$ cat src/rtl/adc_pkg.sv
// Shared encodings for the multi-lane ADC SPI protocol, used by both the
// controller (adc_manager) and the responder.
package adc_pkg;

    typedef enum logic [1:0] {
        CNV = 2'b00,
        REG = 2'b11
    } adc_mode_e;

    localparam logic [23:0] ADC_EXIT_FRAME     = 24'h001401;
    localparam logic [2:0]  ADC_ENTER_PREFIX   = 3'b101;
    localparam int          ADC_REG_FRAME_BITS = 24;
    localparam int          ADC_CNV_BITS       = 32;

endpackage

$ cat src/rtl/adc_spi_responder_if.sv
// SPI pins between the ADC controller (master) and the ADC or its responder model (slave).
interface adc_spi_responder_if #(
    parameter int NUM_SDI = 4
);
    logic               spi_csn;
    logic               spi_sck;
    logic               spi_sdo;
    logic [NUM_SDI-1:0] spi_sdi;

    modport master (output spi_csn, spi_sck, spi_sdo, input  spi_sdi);
    modport slave  (input  spi_csn, spi_sck, spi_sdo, output spi_sdi);
endinterface

$ cat src/rtl/adc_spi_edge_sync.sv
// Two-flop synchronizer for one asynchronous pin, with registered one-cycle
// rise/fall pulses derived from the synchronized level.
module adc_spi_edge_sync (
    input  logic aclk,
    input  logic areset,
    input  logic din,
    output logic q,
    output logic rise,
    output logic fall
);
    logic s1, s2, prev;

    // NOTE: all state here uses <= so every flop samples pre-edge values;
    // blocking assignments would collapse the chain into a single stage.
    always_ff @(posedge aclk) begin
        if (areset) begin
            // Preloading with the live pin level means a level held through
            // reset is never mistaken for an edge after release.
            s1   <= din;
            s2   <= din;
            prev <= din;
            rise <= 1'b0;
            fall <= 1'b0;
        end else begin
            s1   <= din;
            s2   <= s1;
            prev <= s2;
            rise <= s2 & ~prev;
            fall <= ~s2 & prev;
        end
    end

    assign q = s2;

endmodule

$ cat src/rtl/adc_spi_responder.sv
// ADC-side SPI responder: streams 32-bit conversion words on NUM_SDI lanes and
// decodes 24-bit register frames using the controller's mode rules.
module adc_spi_responder
    import adc_pkg::*;
#(
    parameter int NUM_SDI   = 4,
    parameter int REG_COUNT = 16
) (
    input  logic                    aclk,
    input  logic                    areset,
    adc_spi_responder_if.slave      spi,
    input  logic [31:0]             s_axis_tdata,
    input  logic                    s_axis_tvalid,
    output logic                    s_axis_tready,
    output logic                    reg_wr,
    output logic [14:0]             reg_addr,
    output logic [7:0]              reg_wdata,
    output logic [31:0]             status
);
    localparam int          AW          = (REG_COUNT > 1) ? $clog2(REG_COUNT) : 1;
    localparam logic [5:0]  FRAME_EDGES = 6'(ADC_REG_FRAME_BITS);
    localparam logic [14:0] REG_LIMIT   = 15'(REG_COUNT);

    logic csn_rise, csn_fall, sck_rise, sck_fall, sdo;

    adc_spi_edge_sync u_csn (.aclk(aclk), .areset(areset), .din(spi.spi_csn),
                             .q(), .rise(csn_rise), .fall(csn_fall));
    adc_spi_edge_sync u_sck (.aclk(aclk), .areset(areset), .din(spi.spi_sck),
                             .q(), .rise(sck_rise), .fall(sck_fall));
    adc_spi_edge_sync u_sdo (.aclk(aclk), .areset(areset), .din(spi.spi_sdo),
                             .q(sdo), .rise(), .fall());

    adc_mode_e                 mode, mode_next;
    logic                      in_reg, active, held;
    logic [5:0]                nedge;
    logic [23:0]               rx;
    logic [ADC_CNV_BITS-1:0]   tx, sample, pattern;
    logic [7:0]                underflow, rd_data;
    logic [6:0]                rd_shift;
    logic [NUM_SDI-1:0]        sdi;
    logic [7:0]                regs [REG_COUNT];
    logic                      frame_ok, is_enter, is_exit, is_write, wr_hit;

    // Frame-end decode; only a frame of exactly 24 rising edges is acted on.
    assign frame_ok = csn_rise && active && (nedge == FRAME_EDGES);
    assign is_enter = frame_ok && (rx[23:21] == ADC_ENTER_PREFIX);
    assign is_exit  = frame_ok && !is_enter && (rx == ADC_EXIT_FRAME);
    assign is_write = frame_ok && !is_enter && !rx[23];
    assign wr_hit   = rx[22:8] < REG_LIMIT;

    always_ff @(posedge aclk) begin
        if (areset) mode <= CNV;
        else        mode <= mode_next;
    end

    always_comb begin
        // NOTE: defaulting every always_comb output first keeps paths that
        // assign nothing from inferring a latch.
        mode_next = mode;
        if (is_enter)     mode_next = REG;
        else if (is_exit) mode_next = CNV;
    end

    always_comb begin
        in_reg        = (mode == REG);
        s_axis_tready = ~held;
        status        = {16'h0, underflow, 4'h0, held, active, mode};
    end

    // After the 16th rise rx[14:0] holds the read address.
    always_comb begin
        rd_data = '0;
        if (rx[14:0] < REG_LIMIT) rd_data = regs[rx[AW-1:0]];
    end

    always_ff @(posedge aclk) begin
        if (areset) begin
            active    <= 1'b0;
            nedge     <= '0;
            rx        <= '0;
            tx        <= '0;
            rd_shift  <= '0;
            sdi       <= '0;
            held      <= 1'b0;
            sample    <= '0;
            pattern   <= '0;
            underflow <= '0;
            reg_wr    <= 1'b0;
            reg_addr  <= '0;
            reg_wdata <= '0;
            // NOTE: the register file has defined power-on contents, so it is
            // cleared here like any other state rather than left to a RAM.
            for (int i = 0; i < REG_COUNT; i++) regs[i] <= '0;
        end else begin
            reg_wr <= 1'b0;
            if (s_axis_tvalid && !held) begin
                sample <= s_axis_tdata;
                held   <= 1'b1;
            end
            if (csn_rise) begin
                active <= 1'b0;
                sdi    <= '0;
                if (is_write) begin
                    reg_wr    <= 1'b1;
                    reg_addr  <= rx[22:8];
                    reg_wdata <= rx[7:0];
                    if (wr_hit) regs[rx[8 +: AW]] <= rx[7:0];
                end
            end else if (csn_fall) begin
                active   <= 1'b1;
                nedge    <= '0;
                rx       <= '0;
                rd_shift <= '0;
                if (in_reg) begin
                    sdi <= '0;
                end else if (held) begin
                    tx   <= sample;
                    sdi  <= sample[ADC_CNV_BITS-1 -: NUM_SDI];
                    held <= 1'b0;
                end else begin
                    tx      <= pattern;
                    sdi     <= pattern[ADC_CNV_BITS-1 -: NUM_SDI];
                    pattern <= pattern + 1'b1;
                    if (underflow != 8'hFF) underflow <= underflow + 1'b1;
                end
            end else if (active) begin
                if (sck_rise) begin
                    if (nedge < FRAME_EDGES) rx <= {rx[22:0], sdo};
                    if (nedge != 6'd63)      nedge <= nedge + 1'b1;
                end
                if (sck_fall) begin
                    if (!in_reg) begin
                        tx  <= tx << NUM_SDI;
                        sdi <= (tx << NUM_SDI) >> (ADC_CNV_BITS - NUM_SDI);
                    end else if (nedge == 6'd16) begin
                        rd_shift <= rx[15] ? rd_data[6:0] : 7'h0;
                        sdi      <= NUM_SDI'(rx[15] & rd_data[7]);
                    end else if (nedge > 6'd16 && nedge < FRAME_EDGES) begin
                        rd_shift <= {rd_shift[5:0], 1'b0};
                        sdi      <= NUM_SDI'(rd_shift[6]);
                    end else begin
                        sdi <= '0;
                    end
                end
            end
        end
    end

    assign spi.spi_sdi = sdi;

endmodule

$ cat src/flat_wrapper.sv
// flat-port wrapper written by rule: the top's interface ports become plain ports
module adc_spi_responder_flat import adc_pkg::*;
#(
    parameter int NUM_SDI   = 4,
    parameter int REG_COUNT = 16
)
  (aclk, areset, s_axis_tdata, s_axis_tvalid, s_axis_tready, reg_wr, reg_addr, reg_wdata, status, spi_spi_csn, spi_spi_sck, spi_spi_sdo, spi_spi_sdi);
  adc_spi_responder_if #(.NUM_SDI(NUM_SDI)) spi_i ();
  input  logic aclk;
  input  logic areset;
  input  logic [31:0] s_axis_tdata;
  input  logic s_axis_tvalid;
  output logic s_axis_tready;
  output logic reg_wr;
  output logic [14:0] reg_addr;
  output logic [7:0] reg_wdata;
  output logic [31:0] status;
  input wire logic [$bits(spi_i.spi_csn)-1:0] spi_spi_csn;
  input wire logic [$bits(spi_i.spi_sck)-1:0] spi_spi_sck;
  input wire logic [$bits(spi_i.spi_sdo)-1:0] spi_spi_sdo;
  output wire logic [$bits(spi_i.spi_sdi)-1:0] spi_spi_sdi;
  assign spi_i.spi_csn = spi_spi_csn;
  assign spi_i.spi_sck = spi_spi_sck;
  assign spi_i.spi_sdo = spi_spi_sdo;
  assign spi_spi_sdi = spi_i.spi_sdi;
  adc_spi_responder #(.NUM_SDI(NUM_SDI), .REG_COUNT(REG_COUNT)) u_core (.aclk(aclk), .areset(areset), .spi(spi_i), .s_axis_tdata(s_axis_tdata), .s_axis_tvalid(s_axis_tvalid), .s_axis_tready(s_axis_tready), .reg_wr(reg_wr), .reg_addr(reg_addr), .reg_wdata(reg_wdata), .status(status));
endmodule
$ cat config.mk
export PLATFORM = sky130hd
export DESIGN_NAME = adc_spi_responder_flat
export DESIGN_NICKNAME = d
export VERILOG_FILES = /design/src/rtl/adc_pkg.sv /design/src/rtl/adc_spi_responder_if.sv /design/src/rtl/adc_spi_edge_sync.sv /design/src/rtl/adc_spi_responder.sv /design/src/flat_wrapper.sv
export SDC_FILE = /design/constraint.sdc
export NUM_CORES = 1
export LEC_CHECK = 0
export CORE_AREA = 2 2 237 239
export DETAILED_ROUTE_END_ITERATION = 8
export DIE_AREA = 0 0 239 241
export GPL_TIMING_DRIVEN = 0
export PLACE_DENSITY = 0.46
export SYNTH_ARGS = -nofsm -noshare
export SYNTH_HDL_FRONTEND = slang
export SYNTH_SLANG_ARGS = --single-unit
$ cat constraint.sdc
create_clock -name aclk -period 4.4 [get_ports aclk]
set_clock_uncertainty 0.05 [all_clocks]
set_input_delay 1.32 -clock aclk [delete_from_list [all_inputs] [get_ports aclk]]
set_output_delay 1.32 -clock aclk [all_outputs]
set_load 0.02 [all_outputs]
### After elaboration in Yosys (flattened, before gate mapping)

Memory sizes are Yosys's and may differ from the RTL's. A register that Yosys moved wholly into a read port is not among the register bits.
Index checks and enable logic that the tools add are counted.

* bitwise logic cells: 12
* $lt $le $gt $ge: 4
* mux-type cells: 55
* equality and inequality tests: 7
* add/sub/neg operators: 3
* reduce and logical (&&, ||, !) cells: 30

Operators with widths (number)
* $mux W28: 6
* $mux W24: 4
* $mux W7: 7
* $mux W4: 10
* $add A32 B1 Y32 const B: 1
* $lt A15 B5 Y1 const B: 2
* $eq A24 B13 Y1 const B: 1
* $mux W6: 4
* $mux W1: 20
* $mux W8: 2
* $reduce_and A4 Y1: 4
* $reduce_bool A2 Y1: 7
* $eq A6 B5 Y1 const B: 2
* $reduce_and A5 Y1: 2
* $add A8 B1 Y8 const B: 1
* $logic_and A1 B1 Y1: 8
* $ne A8 B8 Y1 const B: 1
* $reduce_or A8 Y1: 1
* $not A1 Y1: 7
* $add A6 B1 Y6 const B: 1
* $gt A6 B5 Y1 const B: 1
* $lt A6 B5 Y1 const B: 1
* $ne A6 B6 Y1 const B: 1
* $and A1 B1 Y1: 5
* 7 further kinds: 12

* input bits: 38
* memories: 1
* memory bits (writable): 128
* logic and storage cells: 138
* register bits after elaboration: 181

Memories
* u_core.regs: words 16, bits a word 8, rd ports 1, clocked after memory_dff 1, wr ports 16, line adc_spi_responder.sv:41 `logic [7:0] regs [REG_COUNT];`

### Depth between registers and ports, before layout

Gate-level depths: netlist of run 1.

* depth in word-level cells: 12
* mapped depth: 8

### Modules after synthesis

A second synthesis of run 1 with hierarchy kept.

* cells, all modules: 1323
* area total of the unflattened synthesis: 13568.0 µm²

By module, submodules not included
* adc_spi_responder: area each 13155.1 µm², sequential area each 7287.0 µm², times used 1, cells each 1296
* adc_spi_edge_sync: area each 137.6 µm², sequential area each 100.1 µm², times used 3, cells each 9

### Worst setup path after synthesis of run 1

Ideal clock, no wire load.

* kind: input port to flip-flop
* from: input port areset
* to: memory u_core.regs[3][0], enable pin
* buffers on the path: 2
* cell stages on the path: 5
* arrival: 2426 ps
* setup time: 375 ps
* slack: 1550 ps
* cells stage by stage: clkbuf_1 -> nor2_1 -> nand4_1 -> buf_2 -> o21bai_1

RTL lines
* from (decl): line flat_wrapper.sv:10 `input logic areset;`
* to (decl): line adc_spi_responder.sv:41

==> reports/results.ini, run 1 <==
[critical_path]
worstSetupEndpointType=flop
critical_path.cell_chain=or4b_2 -> nor3_2 -> nand4_1 -> buf_2 -> o21bai_1
cp_slowest_cell=sky130_fd_sc_hd__o21bai_1
cp_num_buf_inv=1
critical_path_arrival_ps=3300
timing.critical_path.fanout_max=10
critPathRequiredTime_ps=4490
critical_path.reg2reg.startpoint=u_core.u_csn.rise$_SDFF_PP0_
critical-path-top-delay-family=simple AND/OR/NAND/NOR gates
worst-r2r-cell-count=5
worstReg2RegEnd=u_core.regs[10][4]$_SDFFCE_PN0P_
timing.critical_path.from_type=flop
cp_num_cells=5
reg_to_reg_slack_setup_ps=1190
critical_path_type=flop to flop
critical-path-max-stage-delay_ps=880

[yosys]
async_reset_ff_share_pct=0
synth_enable_flop_cells=128
synth_flop_cell=sky130_fd_sc_hd__dfxtp_1
netlist_top_cells_area=sky130_fd_sc_hd__edfxtp_1 28%, sky130_fd_sc_hd__dfxtp_1 27%, sky130_fd_sc_hd__mux4_2 5.1%, sky130_fd_sc_hd__nor2_1 4.8%, sky130_fd_sc_hd__a21oi_1 4.5%
synth_most_common_cell=sky130_fd_sc_hd__dfxtp_1
synthCells=1337
ys_seq_elements=312
synth_cell_types=57
mappedNetlistArea_mm2=0.0137
postSynthAreaPerCell_um2=10.2
post-synth-top-area-fraction_pct=28.1
yosys_warnings=0
seq_area_frac_synth_pct=55.1
synth_largest_area_cell=sky130_fd_sc_hd__edfxtp_1
synth_common_cells=184 x sky130_fd_sc_hd__dfxtp_1, 173 x sky130_fd_sc_hd__nor2_1, 156 x sky130_fd_sc_hd__nand2_1

[global_route]
grtUsageTotal_pct=13.3
grt_pass1_wl_um=59400
gr_overflow_total=0
initial_antenna_violation_count=0
grt_max_degree=13
grt_pass1_vias=10300

[flow_run]
max_cap_viol_count=0

[sta]
final-hold-violation-count=0
drv_slew=0
timing.setup.tns_ps=0
finalCriticalPeriod_ps=3210
timing.final.crit_share_pct=72.9
worst_hold_slack_ps=359
maxClockFrequency_ghz=0.312
maxSlewHeadroom_pct=26.6
final-setup-viol-count=0
grt_setup_unrepaired=no
worst_pin_slew_ps=1100

[die]
die_area_mm2=0.0576
die_w_um=239
row_count=86
design.portCount=99
die_h_um=241
core_area_mm2=0.0549
initial_core_util_pct=24.9

[final_layout]
antennaDiodeCount=0
final_cell_area_mm2=0.0167
multi_input_area_mm2=0.00559
finalCoreUtilization_pct=30.5
fillCellCount=5708
design.final.nets=1516
ff_latch_area_mm2=0.00753
synthToLayoutAreaGrowth_pct=22.5
fraction_of_final_layout_cells_sized_beyond_drive_strength_1_pct=10.8

[power_and_ir_drop]
pwr-share-comb_pct=5.5
internal_power_mw=5.24
power.ir.vdd_worst_mv=0.217
net_switching_component_of_the_power_mw=1.57
p_sw_share_pct=23.1
p_per_area_mw_per_mm2=407
clock_share_of_power_pct=48.8
leakage_nw=5.56
seqPwrFrac_pct=45.7
power.total_mw=6.81

[cts]
cts_made_buffers=39
hold_buffers=0
clk_path_buf_depth=3
cts_resized=0
cts_root_buf=sky130_fd_sc_hd__clkbuf_16
htree_levels=2
clk-insertion-delay-late_ps=570
cts_post_setup_buffers_inserted=0
clk_pin_slew_ps=50
cts_tree=yes
cts_num_sinks=312

[route]
wl_per_cell_um=17.4
drt-initial-drc-count=545
drt.antenna.violating_nets=0
firstDrtPassIters=5
avgViaCountPerCell=4.60
drc_violation_count_after_routing=0
routed-via-count=10200
wirelength_um=38500

[status]
result_of_the_run=finished, final reports clean

[worst_hold_path]
holdCritPathClass=flop to flop
holdCritStartpoint=u_core.u_csn.prev$_DFF_P_
hold_path_depth=1
timing.hold.worst_endpoint=u_core.u_csn.rise$_SDFF_PP0_

[placement]
detailed_place_hpwl_um=28000
dpl-instance-area_mm2=0.0154
gp_congestion=0.765
portBuffers=77

kinds of logic after synthesis:
family | count (synthesis) | synth area share [%]
flip-flops | 312 | 55.1
other | 1 | 0.0275
buffers and inverters | 129 | 4.46
adder cells (fa/ha/maj) | 4 | 0.366
multiplexers | 78 | 8.61
AO/OA/AOI/OAI | 228 | 9.75
AND/OR/NAND/NOR | 549 | 19.4
XOR/XNOR | 36 | 2.31
cell usage in the layout, fill, tap and decap left out, types with 5 or more instances in the layout:
cell type,count
sky130_fd_sc_hd__a211oi_1,37
sky130_fd_sc_hd__a21oi_1,123
sky130_fd_sc_hd__a221o_1,6
sky130_fd_sc_hd__and2_1,71
sky130_fd_sc_hd__and3_1,7
sky130_fd_sc_hd__buf_1,10
sky130_fd_sc_hd__buf_2,16
sky130_fd_sc_hd__buf_4,26
sky130_fd_sc_hd__clkbuf_1,74
sky130_fd_sc_hd__clkbuf_16,41
sky130_fd_sc_hd__clkbuf_8,7
sky130_fd_sc_hd__clkdlybuf4s50_1,77
sky130_fd_sc_hd__clkinv_2,5
sky130_fd_sc_hd__conb_1,20
sky130_fd_sc_hd__dfxtp_1,184
sky130_fd_sc_hd__edfxtp_1,128
sky130_fd_sc_hd__inv_1,11
sky130_fd_sc_hd__mux2_2,6
sky130_fd_sc_hd__mux2i_1,41
sky130_fd_sc_hd__mux4_2,31
sky130_fd_sc_hd__nand2_1,156
sky130_fd_sc_hd__nand2b_1,7
sky130_fd_sc_hd__nand3_1,45
sky130_fd_sc_hd__nand4_1,22
sky130_fd_sc_hd__nor2_1,173
sky130_fd_sc_hd__nor2b_1,13
sky130_fd_sc_hd__nor3_1,6
sky130_fd_sc_hd__nor4_1,8
sky130_fd_sc_hd__o21ai_0,39
sky130_fd_sc_hd__o21bai_1,8
sky130_fd_sc_hd__or2_2,10
sky130_fd_sc_hd__or3_1,7
sky130_fd_sc_hd__xnor2_1,13
sky130_fd_sc_hd__xor2_1,23
routing by layer:
layer  vias up  global-route usage (%)  wire length [um]
met1      4954                    17.0             17400
met2       201                    23.3             18900
met4         0                    3.60               809
met5         -                       0                 0
met3        57                    2.29              1500
li1       4947                       -                 -
through the flow:
| step | cells | setup WS, ps |
|---|---|---|
| after detailed placement | 2137 | 827 |
| after CTS | 2209 | 1190 |
| final | 2209 | 1190 |
| after floorplan | 1356 | 1550 |
| after global routing | 2209 | 1090 |
| after global placement | 2137 | 899 |
registers in the layout, summed over array words and instances, names as in the netlist, 4 cells and up, named ones only:
signal and count:
u_core.underflow 8, u_core.regs 128, u_core.pattern 32, u_core.sample 32, u_core.rd_shift 7, u_core.nedge 6
u_core.reg_wdata 8, u_core.reg_addr 15, u_core.tx 28, u_core.spi.spi_sdi 4, u_core.rx 24
worst max path at each step:
| stage | from | end |
|---|---|---|
| floorplan | areset | u_core.regs[3][0]$_SDFFCE_PN0P_ |
| global placement | areset | u_core.regs[10][5]$_SDFFCE_PN0P_ |
| detailed placement | areset | u_core.regs[10][5]$_SDFFCE_PN0P_ |
| CTS | u_core.u_csn.rise$_SDFF_PP0_ | u_core.regs[10][4]$_SDFFCE_PN0P_ |
| global route | u_core.u_csn.rise$_SDFF_PP0_ | u_core.regs[10][4]$_SDFFCE_PN0P_ |
| finish | u_core.u_csn.rise$_SDFF_PP0_ | u_core.regs[10][4]$_SDFFCE_PN0P_ |
power by group through the flow:
stage / clock (mW) / combinational, mW / sequential, mW
2_1_floorplan: 0 / 0.245 / 3.16
3_3_place_gp: 0 / 0.378 / 3.17
3_5_place_dp: 0 / 0.380 / 3.18
4_1_cts: 3.40 / 0.382 / 3.11
5_1_grt: 3.52 / 0.412 / 3.12
6_report: 3.32 / 0.375 / 3.11
worst reg2reg max path: cells and delay by family (launching register included):
kind,cells,cell delay (ps)
flip-flops,1,480
buffers and inverters,1,250
AND/OR/NAND/NOR,3,1150
AO/OA/AOI/OAI,1,890
cell type report:
type                            instances  share of cell area, %
Clock inverter                         14                   1.14
Sequential cell                       312                   45.0
Buffer                                117                   3.37
Timing Repair Buffer                   77                   4.61
Tap cell                              704                   5.26
Multi-Input combinational cell        915                   33.4
Clock buffer                           58                   6.93
Inverter                               12                  0.269
Power figures use the tool's default switching activity.
==> run 2: changes to the inputs <==
==> constraint.sdc (replaced) <==
create_clock -name aclk -period 3.3 [get_ports aclk]
set_clock_uncertainty 0.05 [all_clocks]
set_input_delay 0.99 -clock aclk [delete_from_list [all_inputs] [get_ports aclk]]
set_output_delay 0.99 -clock aclk [all_outputs]
set_load 0.02 [all_outputs]
==> run 2 against run 1 <==
Net effect:
- worst hold slack about the same
- sequential share of layout area hardly changed
- count of clock-buffer cells in the layout did not move
- register-to-register slack worse by 1100 ps
- design area barely moved
- total power increased by 33%
- sequential cell count unchanged
- combinational power is 33% higher
- sequential power up 33%
==> reports/results.ini, run 2 (synthesis gave the netlist of run 1 again) <==
[status]
result_of_the_run=finished, final reports clean

[worst_hold_path]
holdCritPathClass=flop to flop

[cts]
cts_tree=yes
cts_made_buffers=39  ; unchanged
cts_num_sinks=312  ; unchanged
htree_levels=2  ; unchanged
cts_post_setup_buffers_inserted=0  ; unchanged
clk_pin_slew_ps=50  ; about the same
cts_root_buf=sky130_fd_sc_hd__clkbuf_16
clk-insertion-delay-late_ps=570  ; about the same
clk_path_buf_depth=3  ; unchanged

[critical_path]
timing.critical_path.fanout_max=10  ; unchanged
critical_path.cell_chain=or4b_2 -> nor3_2 -> nand4_1 -> buf_2 -> o21bai_1
cp_slowest_cell=sky130_fd_sc_hd__o21bai_1
critical_path_type=flop to flop
critPathRequiredTime_ps=3400  ; -1090 ps
timing.critical_path.from_type=flop
worstSetupEndpointType=flop
critical_path_arrival_ps=3260  ; -40 ps
cp_num_buf_inv=1  ; unchanged
critical-path-max-stage-delay_ps=840  ; -40 ps
critical-path-top-delay-family=simple AND/OR/NAND/NOR gates

[final_layout]
antennaDiodeCount=0  ; unchanged
final_cell_area_mm2=0.0167  ; about the same
synthToLayoutAreaGrowth_pct=22.5  ; about the same
reg_top3=u_core.regs x128, u_core.pattern x32, u_core.sample x32
fin_cells=2209  ; unchanged
design.final.nets=1516  ; unchanged
layout.cells.most_common=sky130_fd_sc_hd__dfxtp_1
leading_cell_types_in_the_layout_fill_and_taps_excluded=184 x sky130_fd_sc_hd__dfxtp_1, 173 x sky130_fd_sc_hd__nor2_1, 156 x sky130_fd_sc_hd__nand2_1
largest_reg_flops=128  ; unchanged
finalCoreUtilization_pct=30.5  ; about the same
top_register=u_core.regs
fraction_of_final_layout_cells_sized_beyond_drive_strength_1_pct=10.8  ; +0.066 points

[route]
drc_violation_count_after_routing=0  ; unchanged
routed-via-count=10100  ; -0.11%
avgViaCountPerCell=4.59  ; -0.11%
wl_per_cell_um=17.4  ; about the same
drt.antenna.violating_nets=0  ; unchanged
drt-initial-drc-count=532  ; -2.4%
firstDrtPassIters=5  ; unchanged
wirelength_um=38500  ; about the same

[power_and_ir_drop]
leakage_nw=5.57  ; about the same
power.ir.vdd_worst_mv=0.289  ; +33%
power.total_mw=9.08  ; +33%
p_per_area_mw_per_mm2=543  ; +33%

[die]
initial_core_util_pct=24.9  ; unchanged
design.portCount=99  ; unchanged
die_area_mm2=0.0576  ; unchanged
core_area_mm2=0.0549  ; unchanged
die_h_um=241  ; unchanged
row_count=86  ; unchanged
die_w_um=239  ; unchanged

[sta]
worst_hold_slack_ps=359  ; +0.00300 ps
finalCriticalPeriod_ps=3160  ; -48.9 ps
fin_ws_ps=139  ; -1050 ps
final-hold-violation-count=0  ; unchanged
final-setup-viol-count=0  ; unchanged
timing.final.crit_share_pct=95.8  ; +23 points
maxSlewHeadroom_pct=31.4  ; +4.8 points
grt_setup_unrepaired=no
maxClockFrequency_ghz=0.316  ; +1.5%
timing.setup.tns_ps=0  ; unchanged
drv_slew=0  ; unchanged
worst_pin_slew_ps=1030  ; -72.1 ps

[placement]
pre_cts_setup_slack_ps=56.5  ; -770 ps
detailed_place_hpwl_um=28000  ; unchanged
dpl-instance-area_mm2=0.0154  ; unchanged
gp_congestion=0.765  ; unchanged
place_inst=2137  ; unchanged
portBuffers=77  ; unchanged

[flow_run]
max_cap_viol_count=0  ; unchanged

[global_route]
grt_pass1_wl_um=59400  ; unchanged
grtUsageTotal_pct=13.3  ; unchanged
initial_antenna_violation_count=0  ; unchanged
grt_max_degree=13  ; unchanged
gr_overflow_total=0  ; unchanged
grt_pass1_vias=10300  ; unchanged

run 2: cell counts in the layout (fill, tap and decap cells not counted):
No cell type changed its count.
run 2: routing by layer:
| metal | global-route usage (%) | wire [um] | vias to the layer above |
|---|---|---|---|
| met2 | 23.3 | 18900 | 205 |
| met1 | 17.0 | 17300 | 4940 |
| met4 | 3.60 | 808 | 0 |
| met5 | 0 | 0 | - |
| li1 | - | - | 4946 |
| met3 | 2.29 | 1560 | 57 |
run 2: power breakdown:
group / internal, mW / total (mW) / leakage, nW / switching (mW)
Sequential: 4.11 / 4.15 / 2.81 / 0.0455
Combinational: 0.190 / 0.500 / 2.10 / 0.310
Clock: 2.69 / 4.43 / 0.657 / 1.74
run 2: final timing paths:
path | startpoint | endpoint | slack (ps) | depth (start not counted)
worst max register to register | u_core.u_csn.rise$_SDFF_PP0_ | u_core.regs[11][4]$_SDFFCE_PN0P_ | 140 | 5
worst max-delay path | u_core.u_csn.rise$_SDFF_PP0_ | u_core.regs[11][4]$_SDFFCE_PN0P_ | 140 | 5
worst min-delay path | u_core.u_csn.prev$_DFF_P_ | u_core.u_csn.rise$_SDFF_PP0_ | 360 | 1
worst min register to register | u_core.u_csn.prev$_DFF_P_ | u_core.u_csn.rise$_SDFF_PP0_ | 360 | 1
run 2: what timing repair did:
item                                    in CTS  in global routing
resized for setup                            0                  1
hold buffers                                 0                  0
endpoints found under the setup margin       0                  2
run 2: cell type report:
cell class	instances	area [um2]
clock buffer	58	1160
multi-input combinational	915	5600
buffer	117	564
clock inverter	14	191
timing repair buffer	77	771
sequential	312	7530
tap	704	881
inverter	12	45.0
fill	5708	38100
